[src/rtl/imm_packer_pkg.sv]
// Shared types and constants for the LEGv8 immediate packer.
package imm_packer_pkg;

    typedef enum logic [1:0] {
        KIND_STUR = 2'b00,
        KIND_LDUR = 2'b01,
        KIND_CBZ  = 2'b10,
        KIND_RSVD = 2'b11
    } kind_t;

    typedef enum logic [1:0] {
        ERR_NONE   = 2'b00,
        ERR_RANGE  = 2'b01,
        ERR_KIND   = 2'b10,
        ERR_UNUSED = 2'b11
    } err_code_t;

    typedef enum logic [2:0] {
        S_IDLE,
        S_CHECK,
        S_EMIT,
        S_DONE,
        S_FULL
    } state_t;

    localparam int unsigned D_IMM_W  = 9;
    localparam int unsigned CB_IMM_W = 19;

    localparam logic [10:0] OP_STUR = 11'b11111000000;
    localparam logic [10:0] OP_LDUR = 11'b11111000010;
    localparam logic [7:0]  OP_CBZ  = 8'b10110100;

endpackage

[src/rtl/imm_fit.sv]
// Signed range check of a 64-bit immediate against a W-bit field, plus truncation.
module imm_fit #(
    parameter int unsigned W = 9
) (
    input  logic [63:0]  i_value,
    output logic         o_fits,
    output logic [W-1:0] o_field
);

    // Bits from the field sign bit upward must all agree.
    logic [64-W:0] w_upper;

    assign w_upper = i_value[63:W-1];
    assign o_fits  = (&w_upper) | ~(|w_upper);
    assign o_field = i_value[W-1:0];

endmodule

[src/rtl/imm_packer.sv]
// Encodes STUR/LDUR/CBZ requests into LEGv8 words and writes them to imem sequentially.
module imm_packer
    import imm_packer_pkg::*;
#(
    parameter int unsigned AW = 6
) (
    input  logic          clk,
    input  logic          reset,
    input  logic          in_valid,
    output logic          in_ready,
    input  logic [1:0]    in_kind,
    input  logic [4:0]    in_rt,
    input  logic [4:0]    in_rn,
    input  logic [63:0]   in_imm,
    output logic          wr_en,
    output logic [AW-1:0] wr_addr,
    output logic [31:0]   wr_data,
    output logic          err,
    output logic [1:0]    err_code,
    output logic [AW:0]   count,
    output logic          full
);

    localparam logic [AW:0] CAP = {1'b1, {AW{1'b0}}};

    state_t    r_state;
    kind_t     r_kind;
    logic [4:0]  r_rt;
    logic [4:0]  r_rn;
    logic [63:0] r_imm;
    logic        r_ok;
    err_code_t   r_code;
    logic [31:0] r_word;

    logic                w_d_fits;
    logic [D_IMM_W-1:0]  w_d_field;
    logic                w_cb_fits;
    logic [CB_IMM_W-1:0] w_cb_field;
    logic [31:0]         w_word;
    logic                w_ok;
    err_code_t           w_code;
    logic                w_last;

    imm_fit #(.W(D_IMM_W)) u_fit_d (
        .i_value (r_imm),
        .o_fits  (w_d_fits),
        .o_field (w_d_field)
    );

    imm_fit #(.W(CB_IMM_W)) u_fit_cb (
        .i_value (r_imm),
        .o_fits  (w_cb_fits),
        .o_field (w_cb_field)
    );

    assign w_last = ((count + 1'b1) == CAP);

    // Assemble the candidate word and classify the latched request.
    always_comb begin
        w_word = '0;
        w_ok   = 1'b0;
        w_code = ERR_NONE;
        case (r_kind)
            KIND_STUR: begin
                w_word = {OP_STUR, w_d_field, 2'b00, r_rn, r_rt};
                w_ok   = w_d_fits;
            end
            KIND_LDUR: begin
                w_word = {OP_LDUR, w_d_field, 2'b00, r_rn, r_rt};
                w_ok   = w_d_fits;
            end
            KIND_CBZ: begin
                w_word = {OP_CBZ, w_cb_field, r_rt};
                w_ok   = w_cb_fits;
            end
            default: begin
                w_ok = 1'b0;
            end
        endcase
        if (r_kind == KIND_RSVD) begin
            w_code = ERR_KIND;
        end else if (!w_ok) begin
            w_code = ERR_RANGE;
        end
    end

    // Request FSM with registered handshake, write strobe, error pulse and address counter.
    always_ff @(posedge clk) begin
        if (reset) begin
            r_state  <= S_IDLE;
            r_kind   <= KIND_STUR;
            r_rt     <= '0;
            r_rn     <= '0;
            r_imm    <= '0;
            r_ok     <= 1'b0;
            r_code   <= ERR_NONE;
            r_word   <= '0;
            in_ready <= 1'b1;
            wr_en    <= 1'b0;
            wr_addr  <= '0;
            wr_data  <= '0;
            err      <= 1'b0;
            err_code <= ERR_NONE;
            count    <= '0;
            full     <= 1'b0;
        end else begin
            case (r_state)
                S_IDLE: begin
                    in_ready <= ~full;
                    if (in_valid && in_ready) begin
                        r_kind   <= kind_t'(in_kind);
                        r_rt     <= in_rt;
                        r_rn     <= in_rn;
                        r_imm    <= in_imm;
                        in_ready <= 1'b0;
                        r_state  <= S_CHECK;
                    end
                end
                S_CHECK: begin
                    r_ok    <= w_ok;
                    r_code  <= w_code;
                    r_word  <= w_word;
                    r_state <= S_EMIT;
                end
                S_EMIT: begin
                    if (r_ok) begin
                        wr_en   <= 1'b1;
                        wr_data <= r_word;
                    end else begin
                        err      <= 1'b1;
                        err_code <= r_code;
                    end
                    r_state <= S_DONE;
                end
                S_DONE: begin
                    wr_en    <= 1'b0;
                    err      <= 1'b0;
                    err_code <= ERR_NONE;
                    if (r_ok) begin
                        count <= count + 1'b1;
                        // Address holds at the top slot instead of wrapping to zero.
                        if (!w_last) begin
                            wr_addr <= wr_addr + 1'b1;
                        end
                    end
                    if (r_ok && w_last) begin
                        full     <= 1'b1;
                        in_ready <= 1'b0;
                        r_state  <= S_FULL;
                    end else begin
                        in_ready <= 1'b1;
                        r_state  <= S_IDLE;
                    end
                end
                S_FULL: begin
                    in_ready <= 1'b0;
                    wr_en    <= 1'b0;
                end
                default: begin
                    r_state <= S_IDLE;
                end
            endcase
        end
    end

endmodule
[config.mk]
export PLATFORM = sky130hd
export DESIGN_NAME = imm_packer
export DESIGN_NICKNAME = d
export VERILOG_FILES = /design/src/rtl/imm_packer_pkg.sv /design/src/rtl/imm_fit.sv /design/src/rtl/imm_packer.sv
export SDC_FILE = /design/constraint.sdc
export NUM_CORES = 1
export LEC_CHECK = 0
export ABC_AREA = 0
export CORE_MARGIN = 8
export CORE_UTILIZATION = 50
export CTS_CLUSTER_DIAMETER = 100
export CTS_CLUSTER_SIZE = 28
export DETAILED_ROUTE_END_ITERATION = 7
export HOLD_SLACK_MARGIN = 0.08
export PLACE_DENSITY_LB_ADDON = 0.2
export SYNTH_ARGS = -nofsm -noshare
export SYNTH_HDL_FRONTEND = slang
export SYNTH_SLANG_ARGS = --single-unit
[constraint.sdc]
create_clock -name clk -period 2.2 [get_ports clk]
set_clock_uncertainty 0.05 [all_clocks]
set_input_delay 0.22 -clock clk [delete_from_list [all_inputs] [get_ports clk]]
set_output_delay 0.22 -clock clk [all_outputs]
set_load 0.02 [all_outputs]
Word-level counts from Yosys, hierarchy flattened
Cells that the tools add are included.
{"block": "word_totals", "elab_cells": 73, "register_bits": 165, "out_inout_bits": 51, "input_bits": 79}
{"block": "classes", "n_bitwise": 7, "n_reduce_logical": 21, "n_eq_ne": 11, "n_mux": 16, "add_sub_neg": 2}
{"op": "32-bit case mux with 3 select lines", "n": 1}
{"op": "56-bit AND reduction", "n": 1}
{"op": "56-bit OR reduction", "n": 1}
{"op": "46-bit AND reduction", "n": 1}
{"op": "46-bit OR reduction", "n": 1}
{"op": "3-bit case mux with 5 select lines", "n": 1}
{"op": "2-bit AND reduction", "n": 7}
{"op": "7-bit by 1-bit adder with 7-bit output (second input constant)", "n": 1}
{"op": "7-bit equality test (second input constant)", "n": 1}
{"op": "6-bit by 1-bit adder with 6-bit output (second input constant)", "n": 1}
{"op": "3-bit by 2-bit equality test with 1-bit output (second input constant)", "n": 2}
{"op": "3-bit 2-to-1 mux", "n": 2}
{"op": "2-bit != test (second input constant)", "n": 3}
{"op": "1-bit case mux with 2 select lines", "n": 3}
{"op": "1-bit 2-to-1 mux", "n": 5}
{"op": "1-bit NOT", "n": 5}
{"op": "2-bit equality test (second input constant)", "n": 2}
{"op": "2-bit 2-to-1 mux", "n": 2}
{"op": "2-bit case mux with 2 select lines", "n": 1}
{"op": "2-bit nonzero test", "n": 2}
{"op": "2-bit OR reduction", "n": 2}
{"op": "3-bit by 1-bit equality test with 1-bit output (second input constant)", "n": 1}
{"op": "3-bit equality test (second input constant)", "n": 1}
{"op": "3-bit zero test", "n": 1}
{"op": "other kinds (7)", "n": 9}

Depth between registers and ports, before layout
{"block": "depth", "depth_word": 6, "depth_mapped": 8, "mapped_depth_nobuf": 7}

By module
A second synthesis with hierarchy kept.
{"block": "hier_totals", "hier_cells": 816, "area_unflattened_um2": 6512.5}
{"mod": "imm_packer", "area_per_inst_um2": 5833.1, "cells_per_inst": 717, "seq_area_each_um2": 3103.0, "n_inst": 1}
{"mod": "imm_fit at u_fit_cb", "area_per_inst_um2": 367.9, "cells_per_inst": 51, "seq_area_each_um2": 0.0, "n_inst": 1}
{"mod": "imm_fit at u_fit_d", "area_per_inst_um2": 311.5, "cells_per_inst": 48, "seq_area_each_um2": 0.0, "n_inst": 1}

Worst setup path after synthesis
Ideal clock, no wire load.
{"block": "synth_timing", "kind": "register to register", "from": "register count[0]", "to": "register wr_addr[5]", "path_buffers": 0, "stages_incl_launch_ff": 8, "setup_time_ps": 115, "synth_period_minus_slack_ps": 2062, "setup_slack_ps": 138, "arrival_time_ps": 1897, "t_required_ps": 2035, "cell_sequence": "dfxtp_1 -> ha_1 -> nand3_2 -> o21a_1 -> o221ai_2 -> o21ai_2 -> o31a_1 -> o21ba_2"}
{"block": "synth_via", "elab_chain_cells": 4}
{"item": "start, declared", "line": "imm_packer.sv:20", "rtl": "output logic [AW:0] count,"}
{"item": "start signal, assigned", "line": "imm_packer.sv:140", "rtl": "count <= count + 1'b1;"}
{"item": "7-bit by 1-bit adder with 7-bit output", "line": "imm_packer.sv:56", "rtl": "assign w_last = ((count + 1'b1) == CAP);"}
{"item": "7-bit equality test", "line": "imm_packer.sv:56"}
{"item": "1-bit NOT (no line)"}
{"item": "3-bit AND reduction (no line)"}
{"item": "end signal, assigned", "line": "imm_packer.sv:143", "rtl": "wr_addr <= wr_addr + 1'b1;"}
{"item": "end, declared", "line": "imm_packer.sv:16", "rtl": "output logic [AW-1:0] wr_addr,"}
No other way between the ends.
A chain may end at the register's enable or synchronous reset.

Worst setup path after layout
Same ends and word-level chain as after synthesis.

==> metrics.yaml <==
portBuffers: 127
placed_cells: 988
dieArea_um2: 15800
die_y_um: 126
cap_violations: 0
leakagePower_uw: 0.00278
grt_start_max_net_pins: 77
drc_errors: 0
worst_pin_slew_ns: 0.679
status: "finished, final reports clean"
pwr_density_cell_nw_per_um2: 884
fmax_ghz: 0.498
wl_per_cell_um: 14.9
wirelength_um: 15100
synth_top_family_by_area: "simple AND/OR/NAND/NOR gates"
rsz0062_at_grt: "no"
ant_nets: 0
syn_area_um2: 6010
numCtsBuffers: 17
worstSetupPathType: "flop to flop"
ys_seq_area_frac: 0.516
final-hold-violation-count: 0
drive_above_1_share: 0.0687
coreArea_um2: 11900
period_share: 0.913
finish.utilization: 0.670
synth_cell_types: 48
num_io_pins: 130
setup_viol: 0
clk_pin_slew_ns: 0.06
first_pass_iters: 5
fin_crit_ns: 2.01
first_iter_violations: 442
antenna_found_initial: 0
cp.required_ns: 2.45
cts_max_level: 4
routed_via_density: 5.41
crit_fanout: 8
n_antenna_cell: 0
die_w_um: 126
critPathCaptureType: "flop"
start_util: 0.507
vias: 5519
synth-compound-area-share: 0.148
overflow: 0
layout_common_cells: "nand2_1, dfxtp_1, a21oi_1"
nets: 942
rows: 40
cts.sinks: 155
yosys_register_bits: 155
place_congestion: 0.796
netlist_instances: 757
finalNonFillerCells: 1020
yosys.area_share.simple: 0.268
post_cts_buffers: 0
clock_latency_ns: 0.41
cts_resized: 0
grt_pass1_vias: 5417
max-clock-path-buffers: 2
synth_warnings: 0
synth_edf_count: 0
async_flop_share: 0
synthToLayoutAreaGrowth_pct: 32.2
muxShareOfSynthArea: 0.00333
cts_root_buf: "clkbuf_16"
grt_usage: 0.192
synth_flop_cell: "dfxtp_1"
tns_ns: 0
arrival_ns: 2.26
maxSlewViolCount: 0
cts_tree: "done"
hpwl_um: 10600
grt_pass1_wl_um: 25500
hold_class: "input port to flop"
hold_buffers: 0
synthAdderAreaFrac: 0.00624
avgSynthCellArea_um2: 7.95
start_kind: "flop"
irDropWorstVdd_v: 0.000503
relSlewSlack: 0.547
synth_xor_xnor_area_share: 0.0144
layout_commonest_cell: "nand2_1"
## metrics by stage
stage	cell area (µm²)	hold WS (ns)	setup slack [ns]	total power (µW)
4_1_cts	7950	0.154	0.0868	7060
6_report	7950	0.167	0.191	7030
5_1_grt	7950	0.173	0.0547	7340
2_1_floorplan	6020	0.275	0.138	3890
3_3_place_gp	7370	0.391	0.217	4240
3_5_place_dp	7370	0.397	0.110	4280
## report_power, final
group	internal [µW]	switching (µW)	total, µW
Combinational	433	572	1010
Sequential	3030	187	3220
Clock	1610	1190	2800
Total	5080	1950	7030
## cells by family after synthesis
group / Yosys count
mux: 2
simple gates: 368
compound gates: 159
flops: 155
xor+xnor: 9
buf+inv: 60
other cells: 1
fa+ha+maj: 3
## final timing paths
check             startpoint          to  slack (ns)  cells past startpoint
hold reg to reg   wr_data[0]  wr_data[0]        0.41                      2
setup / recovery    count[0]  wr_addr[5]        0.19                      7
hold / removal         reset    count[2]        0.17                      2
setup reg to reg    count[0]  wr_addr[5]        0.19                      7
## routing by layer
metal,track usage,up-vias,share of wire
met1,0.243,2522,0.44
met4,0.0602,0,0.013
li1,-,2784,-
met2,0.303,198,0.46
met3,0.0641,15,0.080
met5,0,-,0
## cells in the mapped netlist, types with 2 or more instances
| master | count | area share |
|---|---|---|
| nor4_1 | 19 | 0.020 |
| xnor2_1 | 4 | 0.0058 |
| nand3b_1 | 2 | 0.0025 |
| a221oi_1 | 14 | 0.020 |
| and2_1 | 2 | 0.0021 |
| xor2_1 | 4 | 0.0058 |
| buf_4 | 6 | 0.0075 |
| dfxtp_1 | 155 | 0.52 |
| nor2_1 | 39 | 0.024 |
| mux2i_1 | 2 | 0.0033 |
| a21oi_1 | 128 | 0.11 |
| nor3_1 | 22 | 0.018 |
| clkbuf_1 | 37 | 0.023 |
| or3_1 | 3 | 0.0031 |
| inv_1 | 4 | 0.0025 |
| ha_1 | 3 | 0.0062 |
| and3_1 | 3 | 0.0031 |
| buf_2 | 11 | 0.0092 |
| nor2b_1 | 2 | 0.0021 |
| or4_1 | 2 | 0.0025 |
| nand2_1 | 232 | 0.14 |
| nand4_1 | 18 | 0.019 |
| nand3_1 | 14 | 0.012 |
| buf_1 | 2 | 0.0012 |
| o21ai_0 | 6 | 0.0050 |
## cell type report
type | count | area, µm²
Clock buffer | 18 | 439
Clock inverter | 14 | 138
Fill cell | 1014 | 3910
Inverter | 4 | 15.0
Multi-Input combinational cell | 543 | 2670
Sequential cell | 155 | 3110
Tap cell | 147 | 184
Timing Repair Buffer | 139 | 1400
## registers in the layout, summed over array words and instances, names as in the netlist
signal and count:
r_imm 64, r_word 27, wr_data 27, count 7, wr_addr 6, r_rn 5, r_rt 5, r_state 3
err_code 2, r_code 2, r_kind 2, err 1, full 1, in_ready 1, r_ok 1, wr_en 1
## worst max-delay path: stages (launching register included)
cell,delay [ns]
dfxtp_2,0.40
ha_1,0.25
nand3_2,0.10
o21a_1,0.20
o221ai_2,0.24
o21ai_2,0.16
o31a_1,0.30
o21ba_2,0.21
Note: power is estimated with default switching activity, not from simulation.
